File: src/rtl/phase_sequencer.sv
// Run-control FSM for the 5-phase instruction cycle: start/step/stop/halt, memory stall, fault detect.
// Define PHASE_SEQ_BKPT_EN to add the PC breakpoint ports and logic.
module phase_sequencer #(
    parameter int MEM_WAIT_MAX = 15,
    parameter int CNT_W        = 16
) (
    input  logic             clock,
    input  logic             reset,
    input  logic             run_req,
    input  logic             step_req,
    input  logic             stop_req,
    input  logic             halt_insn,
    input  logic             mem_busy,
    input  logic [4:0]       phase,
`ifdef PHASE_SEQ_BKPT_EN
    input  logic             bkpt_en,
    input  logic [7:0]       bkpt_addr,
    input  logic [7:0]       pc,
    output logic             bkpt_hit,
`endif
    output logic             change_enable,
    output logic             running,
    output logic             halted,
    output logic             fault,
    output logic [CNT_W-1:0] instr_count
);

    typedef enum logic [2:0] {
        S_IDLE,
        S_RUN,
        S_STEP,
        S_HALT,
        S_FAULT
    } state_e;

    state_e           r_state;
    state_e           w_next;
    logic [7:0]       r_wait_cnt;
    logic [7:0]       w_wait_inc;
    logic [CNT_W-1:0] r_instr_count;
    logic             w_active;
    logic             w_onehot;
    logic             w_mem_stall;
    logic             w_boundary;
    logic             w_timeout;
    logic             w_bkpt_block;

    assign w_active    = (r_state == S_RUN) || (r_state == S_STEP);
    assign w_onehot    = (phase != 5'd0) && ((phase & (phase - 5'd1)) == 5'd0);
    assign w_mem_stall = phase[3] & mem_busy;
    assign w_wait_inc  = r_wait_cnt + 8'd1;
    assign w_timeout   = w_active & w_mem_stall & (w_wait_inc >= 8'(MEM_WAIT_MAX));

    assign change_enable = w_active & ~w_mem_stall & ~w_bkpt_block;
    assign w_boundary    = change_enable & phase[4];

`ifdef PHASE_SEQ_BKPT_EN
    logic r_skip;
    logic r_bkpt_hit;

    // Skip lets the instruction we resumed at get past its own breakpoint once.
    assign w_bkpt_block = (r_state == S_RUN) & phase[0] & bkpt_en & (pc == bkpt_addr) & ~r_skip;
    assign bkpt_hit     = r_bkpt_hit;

    always_ff @(posedge clock or negedge reset) begin
        if (!reset) begin
            r_skip     <= 1'b0;
            r_bkpt_hit <= 1'b0;
        end else begin
            if ((r_state == S_IDLE) && ((w_next == S_RUN) || (w_next == S_STEP)))
                r_skip <= 1'b1;
            else if (w_boundary)
                r_skip <= 1'b0;

            if (w_bkpt_block)
                r_bkpt_hit <= 1'b1;
            else if (run_req || step_req)
                r_bkpt_hit <= 1'b0;
        end
    end
`else
    assign w_bkpt_block = 1'b0;
`endif

    // NOTE: every variable gets a default before the case so no path leaves it unassigned (no latch).
    always_comb begin
        w_next = r_state;
        case (r_state)
            S_IDLE: begin
                if (run_req)       w_next = S_RUN;
                else if (step_req) w_next = S_STEP;
            end
            S_RUN: begin
                if (!w_onehot || w_timeout)        w_next = S_FAULT;
                else if (w_boundary && halt_insn)  w_next = S_HALT;
                else if (w_bkpt_block)             w_next = S_IDLE;
                else if (w_boundary && stop_req)   w_next = S_IDLE;
                else if (stop_req)                 w_next = S_STEP;
            end
            S_STEP: begin
                if (!w_onehot || w_timeout)        w_next = S_FAULT;
                else if (w_boundary && halt_insn)  w_next = S_HALT;
                else if (run_req)                  w_next = S_RUN;
                else if (w_boundary)               w_next = S_IDLE;
            end
            default: w_next = r_state;
        endcase
    end

    // NOTE: sequential state uses non-blocking assignments so all registers update from pre-edge values.
    always_ff @(posedge clock or negedge reset) begin
        if (!reset) begin
            r_state       <= S_IDLE;
            r_wait_cnt    <= 8'd0;
            r_instr_count <= '0;
        end else begin
            r_state    <= w_next;
            r_wait_cnt <= (w_active && w_mem_stall) ? w_wait_inc : 8'd0;
            if (w_boundary)
                r_instr_count <= r_instr_count + 1'b1;
        end
    end

    assign running     = w_active;
    assign halted      = (r_state == S_HALT);
    assign fault       = (r_state == S_FAULT);
    assign instr_count = r_instr_count;

endmodule

File: config.mk
export PLATFORM = sky130hd
export DESIGN_NAME = phase_sequencer
export DESIGN_NICKNAME = d
export VERILOG_FILES = /design/src/rtl/phase_sequencer.sv
export SDC_FILE = /design/constraint.sdc
export NUM_CORES = 1
export LEC_CHECK = 0
export ABC_AREA = 1
export BUFFER_PORTS_ARGS = -buffer_cell sky130_fd_sc_hd__clkbuf_2
export CAP_MARGIN = 20
export CORE_MARGIN = 4
export CORE_UTILIZATION = 49
export CTS_CLUSTER_SIZE = 40
export DETAILED_ROUTE_END_ITERATION = 8
export MAX_ROUTING_LAYER = met4
export PLACE_DENSITY = 0.75
export SYNTH_ARGS = -nofsm -noshare
export SYNTH_HDL_FRONTEND = slang
export SYNTH_SLANG_ARGS = --single-unit
File: constraint.sdc
create_clock -name clock -period 1.6 [get_ports clock]
set_input_delay 0.08 -clock clock [delete_from_list [all_inputs] [get_ports clock]]
set_output_delay 0.08 -clock clock [all_outputs]
set_load 0.02 [all_outputs]
* Yosys cells after proc, flatten, opt, wreduce, memory -nomap -nowiden
Index checks and enable logic that the tools add are counted.
** Cells by class
- Reduce and logical (&&, ||, !) cells :: 12
- Magnitude comparators :: 1
- $add $sub $neg :: 3
- Equality and inequality tests :: 7
- Bitwise operators :: 7
- Multiplexer cells :: 12
** Operator list (count)
- 2-to-1 mux 3 bit :: 10
- adder 16 x 1 -> 16 bit, second input constant :: 1
- one-hot mux 3 bit (3 select lines) :: 1
- adder 8 x 1 -> 8 bit, second input constant :: 1
- >= comparator 8 x 4 -> 1 bit, second input constant :: 1
- 2-to-1 mux 8 bit :: 1
- equality test 3 x 2 -> 1 bit, second input constant :: 2
- bitwise AND 1 bit :: 5
- bitwise AND 5 bit :: 1
- zero test 5 bit :: 1
- != test 5 x 2 -> 1 bit, second input constant :: 1
- != test 5 x 3 -> 1 bit, second input constant :: 1
- nonzero test 5 bit :: 1
- subtractor 5 x 1 -> 5 bit, second input constant :: 1
- logical AND 1 bit :: 4
- AND reduction 4 bit :: 1
- equality test 3 x 1 -> 1 bit, second input constant :: 1
- equality test 3 bit, second input constant :: 1
- zero test 3 bit :: 1
- != test 3 bit, second input constant :: 1
- nonzero test 3 bit :: 1
- logical OR 1 bit :: 2
- zero test 1 bit :: 1
- inverter 1 bit :: 1
** Word-level totals
- Output and inout bits :: 20
- Input port bits :: 12
- Register bits :: 27

* Logic depth before layout (Yosys ltp)
Gate-level depths: netlist (run 1).
- Depth after elaboration :: 9
- Depth in mapped cells :: 14

* Worst setup path after synthesis (run 1)
OpenSTA, ideal clock, no wires.
- Path kind :: register -> register
- From :: register r_state[1]
- To :: register r_instr_count[14], in the netlist instr_count[14]
- Setup slack :: -118 ps
- Period minus slack after synthesis :: 1718 ps
- Arrival time :: 1589 ps
- Data required time :: 1470 ps
- Stages on the path, launching flop included :: 12
- Cells stage by stage :: dfrtp_1 -> inv_2 -> nand3_1 -> nand2_2 -> nand3_4 -> nor2_4 -> nand2_4 -> nor2_4 -> nand2_2 -> nor2_4 -> nand2_2 -> xnor2_2
** On the way
- Cells in the longest elaborated chain, start to end :: 4
- Elaborated cells between the ends (all ways) :: 5
- Those cells by class :: 2 x eq/ne; 2 x bitwise; 1 x reduce/logical
** Ends and longest elaborated chain
- from (decl) :: line 36 : state_e r_state;
- from (signal assigned) :: line 117 : r_state <= w_next;
- equality test 3 x 1 -> 1 bit / equality test 3 x 2 -> 1 bit (equally long branches) :: line 48 : assign w_active = (r_state == S_RUN) || (r_state == S_STEP);
- logical OR 1 bit * :: line 48
- named net running :: line 22 : output logic running,
- bitwise AND 1 bit * :: line 54 : assign change_enable = w_active & ~w_mem_stall & ~w_bkpt_block;
- bitwise AND 1 bit * :: line 55 : assign w_boundary = change_enable & phase[4];
- to (signal assigned) :: line 120 : r_instr_count <= r_instr_count + 1'b1;
- to (decl) :: line 40 : logic [CNT_W-1:0] r_instr_count;
The timed path passes the listed nets; every way through them passes the cells marked *.
A chain may end at the register's enable or synchronous reset.

* Worst setup path in the final report (run 1)
- From :: register r_wait_cnt[0]
- To :: register r_state[1]
** On the way
- Cells in the longest elaborated chain, start to end :: 6
- Elaborated cells between the ends (all ways) :: 10
- Those cells by class :: 1 x add/sub; 1 x order compare; 2 x eq/ne; 3 x mux; 1 x bitwise; 2 x reduce/logical
** Ends and longest elaborated chain
- from (decl) :: line 38 : logic [7:0] r_wait_cnt;
- from (signal assigned) :: line 118 : r_wait_cnt <= (w_active && w_mem_stall) ? w_wait_inc : 8'd0;
- adder 8 x 1 -> 8 bit * :: line 51 : assign w_wait_inc = r_wait_cnt + 8'd1;
- >= comparator 8 x 4 -> 1 bit * :: line 52 : assign w_timeout = w_active & w_mem_stall & (w_wait_inc >= 8'(MEM_WAIT_MAX));
- bitwise AND 1 bit * :: line 52
- logical OR 1 bit * :: line 94, 101
- != test 5 x 2 -> 1 bit (no source line) (tied with other cells)
- AND reduction 4 bit (no source line) / one-hot mux 3 bit (3 select lines) (equally long branches)
Mark *: on every way between the ends. The rest lies on a longest branch, timed or not.

==> results of run 1 <==
through the flow:
| stage | util (%) | hold WS (ns) | setup slack [ns] | power [mW] | instances |
|---|---|---|---|---|---|
| 5_1_grt | 69.88 | 0.1487 | -0.2775 | 1.078 | 297 |
| 3_3_place_gp | 63.51 | 0.1362 | -0.05543 | 0.7461 | 279 |
| 3_5_place_dp | 63.51 | 0.1308 | -0.06242 | 0.7469 | 279 |
| 4_1_cts | 67.85 | 0.1136 | -0.04553 | 1.030 | 292 |
| 6_report | 69.88 | 0.1390 | -0.1307 | 1.022 | 297 |
| 2_1_floorplan | - | -0.2156 | -0.07593 | 0.7113 | 184 |
worst min path at each step:
stage	start	to	slack (ns)	cells after the start
final	run_req	r_state[0]	0.14	5
after global placement	reset	instr_count[15]	0.14	1
after global routing	run_req	r_state[0]	0.15	5
after CTS	run_req	r_state[0]	0.11	5
after floorplan	reset	instr_count[0]	-0.22	0
after detailed placement	reset	instr_count[15]	0.13	1
cells in the mapped netlist:
| master | n |
|---|---|
| nand2_1 | 41 |
| dfrtp_1 | 27 |
| inv_1 | 23 |
| nor2_1 | 18 |
| nand3_1 | 16 |
| xnor2_1 | 9 |
| a21oi_1 | 7 |
| xor2_1 | 7 |
| nor2_4 | 5 |
| nand2_2 | 4 |
| nand4_1 | 4 |
| o21ai_0 | 4 |
| ha_1 | 3 |
| inv_2 | 2 |
| nand3b_1 | 2 |
| nor3_1 | 2 |
| o21a_1 | 2 |
| mux2_2 | 1 |
| nand2_4 | 1 |
| nand3_4 | 1 |
| nand4_4 | 1 |
| nor2_2 | 1 |
| o21bai_1 | 1 |
| or2_2 | 1 |
| xnor2_2 | 1 |
flip-flops by register name, indices dropped and copies added, names as in the netlist:
signal	count
r_wait_cnt	8
r_state	3
instr_count	16
layer usage:
metal / global-route usage [%] / up-vias
met5: - / -
met4: 2.639 / 0
met3: 3.691 / 4
met2: 29.03 / 28
met1: 22.47 / 662
li1: - / 718
logic make-up after synthesis:
logic type | after synthesis | share of synthesized area, %
flops | 27 | 43.65
mux | 1 | 0.7275
fa+ha+maj | 3 | 2.425
compound gates | 14 | 5.012
simple gates | 97 | 32.01
xor+xnor | 17 | 10.11
buf+inv | 25 | 6.063
layout make-up:
class,instances,area [um^2],share of cell area (%)
well taps,44,55.05,2.602
flip-flops and latches,27,675.6,31.93
repair buffers,65,426.7,20.17
multi-input cells,132,838.3,39.62
clock buffers,4,26.28,1.242
inverters,25,93.84,4.435
what timing repair did:
action | in CTS | in global routing
pin swaps | 5 | 3
hold buffers | 1 | 0
setup buffers | 8 | 5
resized for setup | 12 | 6
hold endpoints to repair | 27 | 0
gates cloned | 0 | 0
setup endpoints to repair | 7 | 14
layout by cell type (no fill, tap or decap), types with 2 or more instances in the layout:
cell type / instances
a21oi_1: 6
buf_4: 31
buf_6: 3
clkbuf_2: 30
clkbuf_4: 3
dfrtp_1: 27
ha_1: 2
inv_1: 21
inv_2: 4
nand2_1: 39
nand2_2: 4
nand2_4: 3
nand3_1: 11
nand3_2: 5
nand3b_1: 2
nand4_1: 4
nor2_1: 17
nor2_2: 2
nor2_4: 5
nor3_1: 2
o21a_1: 2
o21ai_0: 3
xnor2_1: 9
xor2_1: 7
worst min-delay path: cells and delay by family:
family	cells	cell delay, ns
buf+inv	1	0.11
simple gates	4	0.25
power by group:
group,total [mW],switching (mW),internal (mW)
clock network,0.285,0.187,0.0975
registers,0.682,0,0.682
logic,0.0549,0.0346,0.0203
total,1.02,0.222,0.800
==> flow_summary.json, run 1 <==
{
  "synth.area.top_cells": "dfrtp_1 44%, nand2_1 9.9%, inv_1 5.6%",
  "routed.top_layer": "met4",
  "reg2reg_setup_slack_ns": -0.13,
  "yosysSeqAreaShare_pct": 43.65,
  "critical_path.endpoint_type": "flop",
  "p_per_area_nw_per_um2": 483.1,
  "n_antenna_cell": 0,
  "grt_pass1_wl_um": 5678,
  "drv_cap": 0,
  "core-area_um2": 3028,
  "die_h_um": 64.20,
  "status": "finished, violations left",
  "cts_sinks": 27,
  "crit_family": "simple AND/OR/NAND/NOR gates",
  "grt_start_max_net_pins": 28,
  "cts_buffers": 3,
  "synthCells": 184,
  "worst_r2r_startpoint": "r_wait_cnt[0]",
  "grt_pass1_vias": 1354,
  "wirelength_um": 3237,
  "antenna_found_initial": 0,
  "num_vias": 1412,
  "rows": 20,
  "initial_core_util_pct": 51.12,
  "root_buffer": "clkbuf_4",
  "hold_path.class": "primary input to flop",
  "drive_above_1_share_pct": 38.74,
  "crit_start": "r_wait_cnt[0]",
  "wl_met3_um": 101,
  "finClkSkew_ns": 0.005758,
  "mappedNetlistNets": 199,
  "clockBufferDepth": 2,
  "start_kind": "flop",
  "syn-cell-area_um2": 1548,
  "cp_num_cells": 14,
  "placed_area_um2": 1923,
  "setup_slack_ns": -0.1307,
  "synth_top_area_cell": "dfrtp_1",
  "slowest_stage": "dfrtp_1",
  "overflow": 0,
  "worstPathArrival_ns": 2.00,
  "critical_path_class": "flop to flop",
  "synth.top_cell.area_share_pct": 43.65,
  "num-nets-final": 269,
  "cp_cell_sequence": "ha_2, nand2_2, inv_2, nand2_1, nand2_1, nand2_1, nor2_1, nand3_1, nand2_2, buf_6, nand3b_1, nand3_1, nand2_1, nand2_1",
  "rsz0062_at_grt": "true",
  "path_max_fanout": 5,
  "grt_usage_pct": 17.45,
  "p_leak_nw": 1.137,
  "detail-route-antenna-nets": 0,
  "fillers": 237,
  "yosysWarnings": 0,
  "drc_errors": 0,
  "ios": 32,
  "reg2reg_to": "r_state[1]",
  "critPathBufInv": 2,
  "design_area_um2": 2116,
  "cts_tree": "done",
  "finalSetupViolations": 7,
  "wire_per_inst_um": 10.90,
  "final-max-slew-violation-count": 0,
  "met2WireLength_um": 1643,
  "initialDrtViolationCount": 44,
  "min_period_over_period_pct": 108.2,
  "max_stage_delay_ns": 0.44,
  "vias_per_cell": 4.754,
  "dr.pass1.iters": 4,
  "synth_seq_cells": 27,
  "ys_types": 25,
  "hold_violations": 0,
  "htree_levels": 1,
  "area_growth_pct": 36.70,
  "violations": "setup timing",
  "met1_length_um": 1469,
  "critPathCapture": "r_state[1]",
  "die_area_um2": 4122,
  "crit_required_ns": 1.87,
  "path_clk_slew_ns": 0.14,
  "port-buffer-count": 31,
  "r2r_cells": 14,
  "worst_pin_slew_ns": 0.6334,
  "setup_tns_ns": -0.3779,
  "clkLatencyLatePin_ns": 0.32,
  "hpwlAfterDp_um": 2337,
  "synth_area_per_cell_um2": 8.412,
  "vdd_drop_max_uv": 529.1,
  "finalWeightedCongestion": 0.7437,
  "min_period_ns": 1.731,
  "path_common_cell": "nand2_1",
  "fmax_ghz": 0.5778,
  "relSlewSlack_pct": 57.78,
  "die_x_um": 64.20
}
Power figures use the tool's default switching activity.
==> run 2: changes to the inputs <==
CORE_UTILIZATION = 58   (was 49)
PLACE_DENSITY = 0.84   (was 0.75)
clock period = 2.1 ns   (was 1.6 ns; I/O delays follow)
==> run 2 against run 1 <==
- the run now ends clean
- critical path depth decreased by 3
- routed wire length down 8.7%
- largest cell class unchanged
- die area decreased by 14%
- critical path type unchanged
- via count shrank 8.8%
==> flow_summary.json, run 2 (synthesis results as in run 1) <==
{
  "drv_cap": 0,
  "fin_cells": 250,
  "drive_above_1_share_pct": 23.64,
  "dp_cells": 245,
  "worst_pin_slew_ns": 0.6456,
  "path_clk_slew_ns": 0.14,
  "status": "finished clean",
  "setup_tns_ns": 0,
  "drc_errors": 0,
  "grt_pass1_wl_um": 5230,
  "min_to": "r_state[0]",
  "worstPathArrival_ns": 2.07,
  "num-nets-final": 236,
  "rows": 18,
  "layout_commonest_cell": "nand2_1",
  "port-buffer-count": 31,
  "finClkSkew_ns": 0.009179,
  "grt_pass1_vias": 1298,
  "root_buffer": "clkbuf_4",
  "path_max_fanout": 8,
  "rsz0062_at_grt": "false",
  "critical_path_class": "flop to flop",
  "antenna_found_initial": 0,
  "fmax_ghz": 0.5421,
  "crit_required_ns": 2.33,
  "clockBufferDepth": 2,
  "area_growth_pct": 14.79,
  "min_from": "run_req",
  "hpwlAfterDp_um": 2339,
  "wirelength_um": 2954,
  "hold_violations": 0,
  "cts_resized": 0,
  "reg2reg_to": "instr_count[14]",
  "overflow": 0,
  "cts_buffers": 3,
  "finalWeightedCongestion": 0.8927,
  "worst_r2r_startpoint": "r_state[0]",
  "dr.pass1.iters": 5,
  "die_x_um": 59.66,
  "num_vias": 1288,
  "grt_usage_pct": 19.66,
  "cts_tree": "done",
  "initial_core_util_pct": 61.91,
  "n_antenna_cell": 0,
  "vdd_drop_max_uv": 400.2,
  "die_h_um": 59.66,
  "start_kind": "flop",
  "hold_path.class": "primary input to flop",
  "r2r_cells": 11,
  "grt_start_max_net_pins": 28,
  "cts_sinks": 27,
  "p_per_area_nw_per_um2": 435.9,
  "relSlewSlack_pct": 56.96,
  "p_leak_nw": 0.9561,
  "largest_reg_flops": 16,
  "clkLatencyLatePin_ns": 0.32,
  "hold-path-cell-count": 5,
  "wire_per_inst_um": 11.82,
  "reg2reg_setup_slack_ns": 0.26,
  "min_period_over_period_pct": 87.84,
  "final_cell_mix": "41 x nand2_1, 31 x clkbuf_2, 27 x dfrtp_1",
  "final-max-slew-violation-count": 0,
  "critical_path.endpoint_type": "flop",
  "finalSetupViolations": 0,
  "fillers": 183,
  "initialDrtViolationCount": 63,
  "core-area_um2": 2500,
  "detail-route-antenna-nets": 0,
  "htree_levels": 1,
  "vias_per_cell": 5.152,
  "ios": 32,
  "min_period_ns": 1.845,
  "die_area_um2": 3559
}
run 2: how the worst max path moves through the flow:
| stage | endpoint | slack (ns) | from |
|---|---|---|---|
| floorplan | instr_count[14] | 0.38 | r_state[1] |
| global route | r_state[1] | 0.05 | r_wait_cnt[1] |
| detailed placement | instr_count[14] | 0.27 | r_state[0] |
| CTS | instr_count[14] | 0.25 | r_state[0] |
| global placement | instr_count[14] | 0.34 | r_state[1] |
| finish | instr_count[14] | 0.26 | r_state[0] |
run 2: critical path, stage by stage, from the launching register on:
cell and delay, ns:
dfrtp_1 0.45, inv_1 0.11, nand3_1 0.13, nand2_2 0.14, nand3_4 0.16, nor2_4 0.19, nand2_4 0.08, nor2_4 0.11
nand2_2 0.09, nor2_4 0.11, nand2_2 0.07, xnor2_2 0.12
run 2: final cells by class:
type | instances | area (um^2) | area share [%]
sequential | 27 | 675.6 | 38.03
tap | 30 | 37.54 | 2.113
clock buffer | 4 | 26.28 | 1.479
multi-input combinational | 132 | 778.2 | 43.80
inverter | 25 | 93.84 | 5.282
timing repair buffer | 32 | 165.2 | 9.296
run 2: repair_timing:
item / CTS / global route
endpoints found under the setup margin: 0 / 0
hold endpoints to repair: 27 / 0
hold buffers: 1 / 0
setup buffers: 0 / 0
run 2: where the power goes:
part | internal (mW) | leakage (nW) | switching [mW] | total, mW
registers | 0.520 | 0.372 | 0 | 0.520
clock network | 0.0743 | 0.0150 | 0.143 | 0.217
logic | 0.0136 | 0.569 | 0.0241 | 0.0377
total | 0.608 | 0.956 | 0.167 | 0.774
run 2: per-stage QoR:
step / hold slack (ns) / instance area, um^2 / utilization [%] / power [mW] / setup WS, ns
floorplan: -0.1906 / 1548 / - / 0.5419 / 0.3815
global placement: 0.1537 / 1740 / 69.62 / 0.5653 / 0.3371
detailed placement: 0.1591 / 1740 / 69.62 / 0.5668 / 0.2676
CTS: 0.1462 / 1777 / 71.07 / 0.7867 / 0.2525
global route: 0.1762 / 1777 / 71.07 / 0.8116 / 0.04968
finish: 0.1573 / 1777 / 71.07 / 0.7745 / 0.2554
run 2: metal layers:
| metal | part of all wire, % | up-vias | GRT usage [%] |
|---|---|---|---|
| li1 | - | 655 | - |
| met1 | 43 | 586 | 22.22 |
| met2 | 52 | 41 | 33.95 |
| met3 | 4.4 | 6 | 5.184 |
| met4 | 0.95 | 0 | 5.696 |
| met5 | 0 | - | - |
==> run 3: changes to the inputs <==
ABC_AREA = unset   (was 1)
HOLD_SLACK_MARGIN = 0.05   (was unset)
==> run 3 against run 2 <==
- global-route usage up 0.38 points
- sequential power increased by 27%
- critical path depth down 5
- critical path type unchanged
==> flow_summary.json, run 3 <==
{
  "synth_top_area_cell": "dfrtp_1",
  "overflow": 0,
  "p_total_mw": 1.270,
  "clkLatencyLatePin_ns": 0.33,
  "rsz0062_at_grt": "false",
  "path_clk_slew_ns": 0.15,
  "cts_sinks": 27,
  "p_per_area_nw_per_um2": 722.5,
  "worst_pin_slew_ns": 0.6322,
  "critical_path_class": "flop to flop",
  "hold-path-cell-count": 4,
  "yosysMostFrequentCell": "dfrtp_1",
  "vdd_drop_max_uv": 548.8,
  "start_kind": "flop",
  "crit_required_ns": 2.34,
  "rows": 18,
  "power.internal_uw": 815.9,
  "switching_share_pct": 35.76,
  "synth_seq_cells": 27,
  "final_cell_mix": "31 x clkbuf_2, 26 x dfrtp_1, 19 x nor2_1",
  "ios": 32,
  "final-max-slew-violation-count": 0,
  "die_h_um": 59.41,
  "initialDrtViolationCount": 43,
  "wire_per_inst_um": 14.12,
  "min_period_ns": 1.969,
  "initial_core_util_pct": 61.31,
  "critical_path.endpoint_type": "flop",
  "pwr-share-comb_pct": 30.7,
  "grt_pass1_vias": 1206,
  "yosysWarnings": 0,
  "syn-cell-area_um2": 1533,
  "setup_tns_ns": 0,
  "cts_buffers": 3,
  "path_max_fanout": 8,
  "synth_common_cells": "27 x dfrtp_1, 19 x nor2_1, 15 x nand2_1, 15 x xnor2_1, 9 x xor2_1",
  "area_growth_pct": 14.69,
  "p_sw_uw": 454.2,
  "vias_per_cell": 5.676,
  "clockBufferDepth": 2,
  "synthCells": 157,
  "wirelength_um": 3134,
  "hpwlAfterDp_um": 2392,
  "finClkSkew_ns": 0.01638,
  "grt_start_max_net_pins": 28,
  "die_area_um2": 3529,
  "worstPathArrival_ns": 2.21,
  "hold_violations": 0,
  "detail-route-antenna-nets": 0,
  "layout_commonest_cell": "clkbuf_2",
  "status": "finished clean",
  "fmax_ghz": 0.5080,
  "grt_pass1_wl_um": 5306,
  "p_leak_nw": 0.8303,
  "drv_cap": 0,
  "yosysSeqAreaShare_pct": 44.08,
  "ys_types": 41,
  "num-nets-final": 208,
  "power.share.sequential_pct": 52.0,
  "relSlewSlack_pct": 57.85,
  "clockPowerShare_pct": 17.3,
  "synth_area_per_cell_um2": 9.763,
  "largest_reg_flops": 16,
  "r2r_cells": 6,
  "finalWeightedCongestion": 0.8289,
  "async_reset_ff_share_pct": 100.0,
  "synth-edff-count": 0,
  "n_antenna_cell": 0,
  "antenna_found_initial": 0,
  "finalSetupViolations": 0,
  "drc_errors": 0,
  "port-buffer-count": 31,
  "drive_above_1_share_pct": 24.48,
  "mappedNetlistNets": 172,
  "htree_levels": 1,
  "synth.top_cell.area_share_pct": 44.08,
  "hold_path.class": "primary input to flop",
  "synth_flop_cell": "dfrtp_1",
  "min_period_over_period_pct": 93.74,
  "num_vias": 1260,
  "cts_tree": "done",
  "root_buffer": "clkbuf_4",
  "synth.area.top_cells": "dfrtp_1 44%, xnor2_1 8.6%, xor2_1 5.1%",
  "core-area_um2": 2500,
  "dr.pass1.iters": 5,
  "grt_usage_pct": 20.04,
  "die_x_um": 59.41
}
run 3: worst paths after layout:
path	start	end	slack, ns
worst max-delay path	r_state[0]	r_state[1]	0.13
worst min-delay path	mem_busy	r_wait_cnt[2]	0.17
worst max register to register	r_state[0]	r_state[1]	0.13
worst min register to register	instr_count[6]	instr_count[6]	0.50
max in group asynchronous	reset	r_state[0]	1.35
min in group asynchronous	reset	instr_count[5]	0.31
run 3: critical path, cell delays in order (launching register included):
cell      delay, ns
dfrtp_2        0.49
xnor2_1        0.18
and4bb_2       0.38
o22ai_2        0.09
a221oi_2       0.33
o221ai_1       0.16
a22o_1         0.25
run 3: power by group through the flow:
stage	clock network, mW	registers, mW	logic (mW)
floorplan	0	0.663	0.282
global placement	0	0.660	0.370
detailed placement	0	0.666	0.386
CTS	0.226	0.656	0.390
global route	0.252	0.670	0.429
finish	0.220	0.660	0.390
run 3: metal layers:
layer	vias to the layer above	wire [um]	global-route usage, %
met2	38	1657	34.95
li1	613	-	-
met4	0	21	3.883
met3	5	165	4.793
met1	604	1290	23.41
met5	-	0	-
run 3: what timing repair did:
| item | in CTS | in global routing |
|---|---|---|
| endpoints found under the hold margin | 27 | 0 |
| setup endpoints to repair | 0 | 1 |
| resized for setup | 0 | 3 |
| hold buffers | 1 | 0 |
| buffers inserted | 0 | 0 |
run 3: kinds of logic (layout without fill, tap and decap cells):
kind of cell	Yosys count	in the layout	share of synthesized area [%]
AOI/OAI and AO/OA	22	22	10.69
xor gates and xnor gates	24	24	13.71
adders and majority gates	3	3	2.449
buffers and inverters	8	43	3.265
DFF	27	27	44.08
muxes	1	1	0.7346
and+or+nand+nor	72	72	25.06
run 3: area by class of cell:
type | instances | area (um^2)
clock inverters | 1 | 5.005
repair buffers | 35 | 187.7
clock buffers | 3 | 22.52
multi-input cells | 122 | 813.3
well taps | 30 | 37.54
inverters | 4 | 15.01
fillers | 203 | 742.0
flip-flops and latches | 27 | 676.9
run 3: metrics by stage:
step	util [%]	hold WS (ns)	instances	instance area, um^2	worst slack (ns)
after floorplan	-	-0.1906	157	1533	0.1954
after global placement	68.52	0.1508	217	1713	0.1350
after detailed placement	68.52	0.1547	217	1713	0.1082
after CTS	70.02	0.1629	222	1750	0.08557
after global routing	70.32	0.1684	222	1758	0.01555
final	70.32	0.1733	222	1758	0.1315
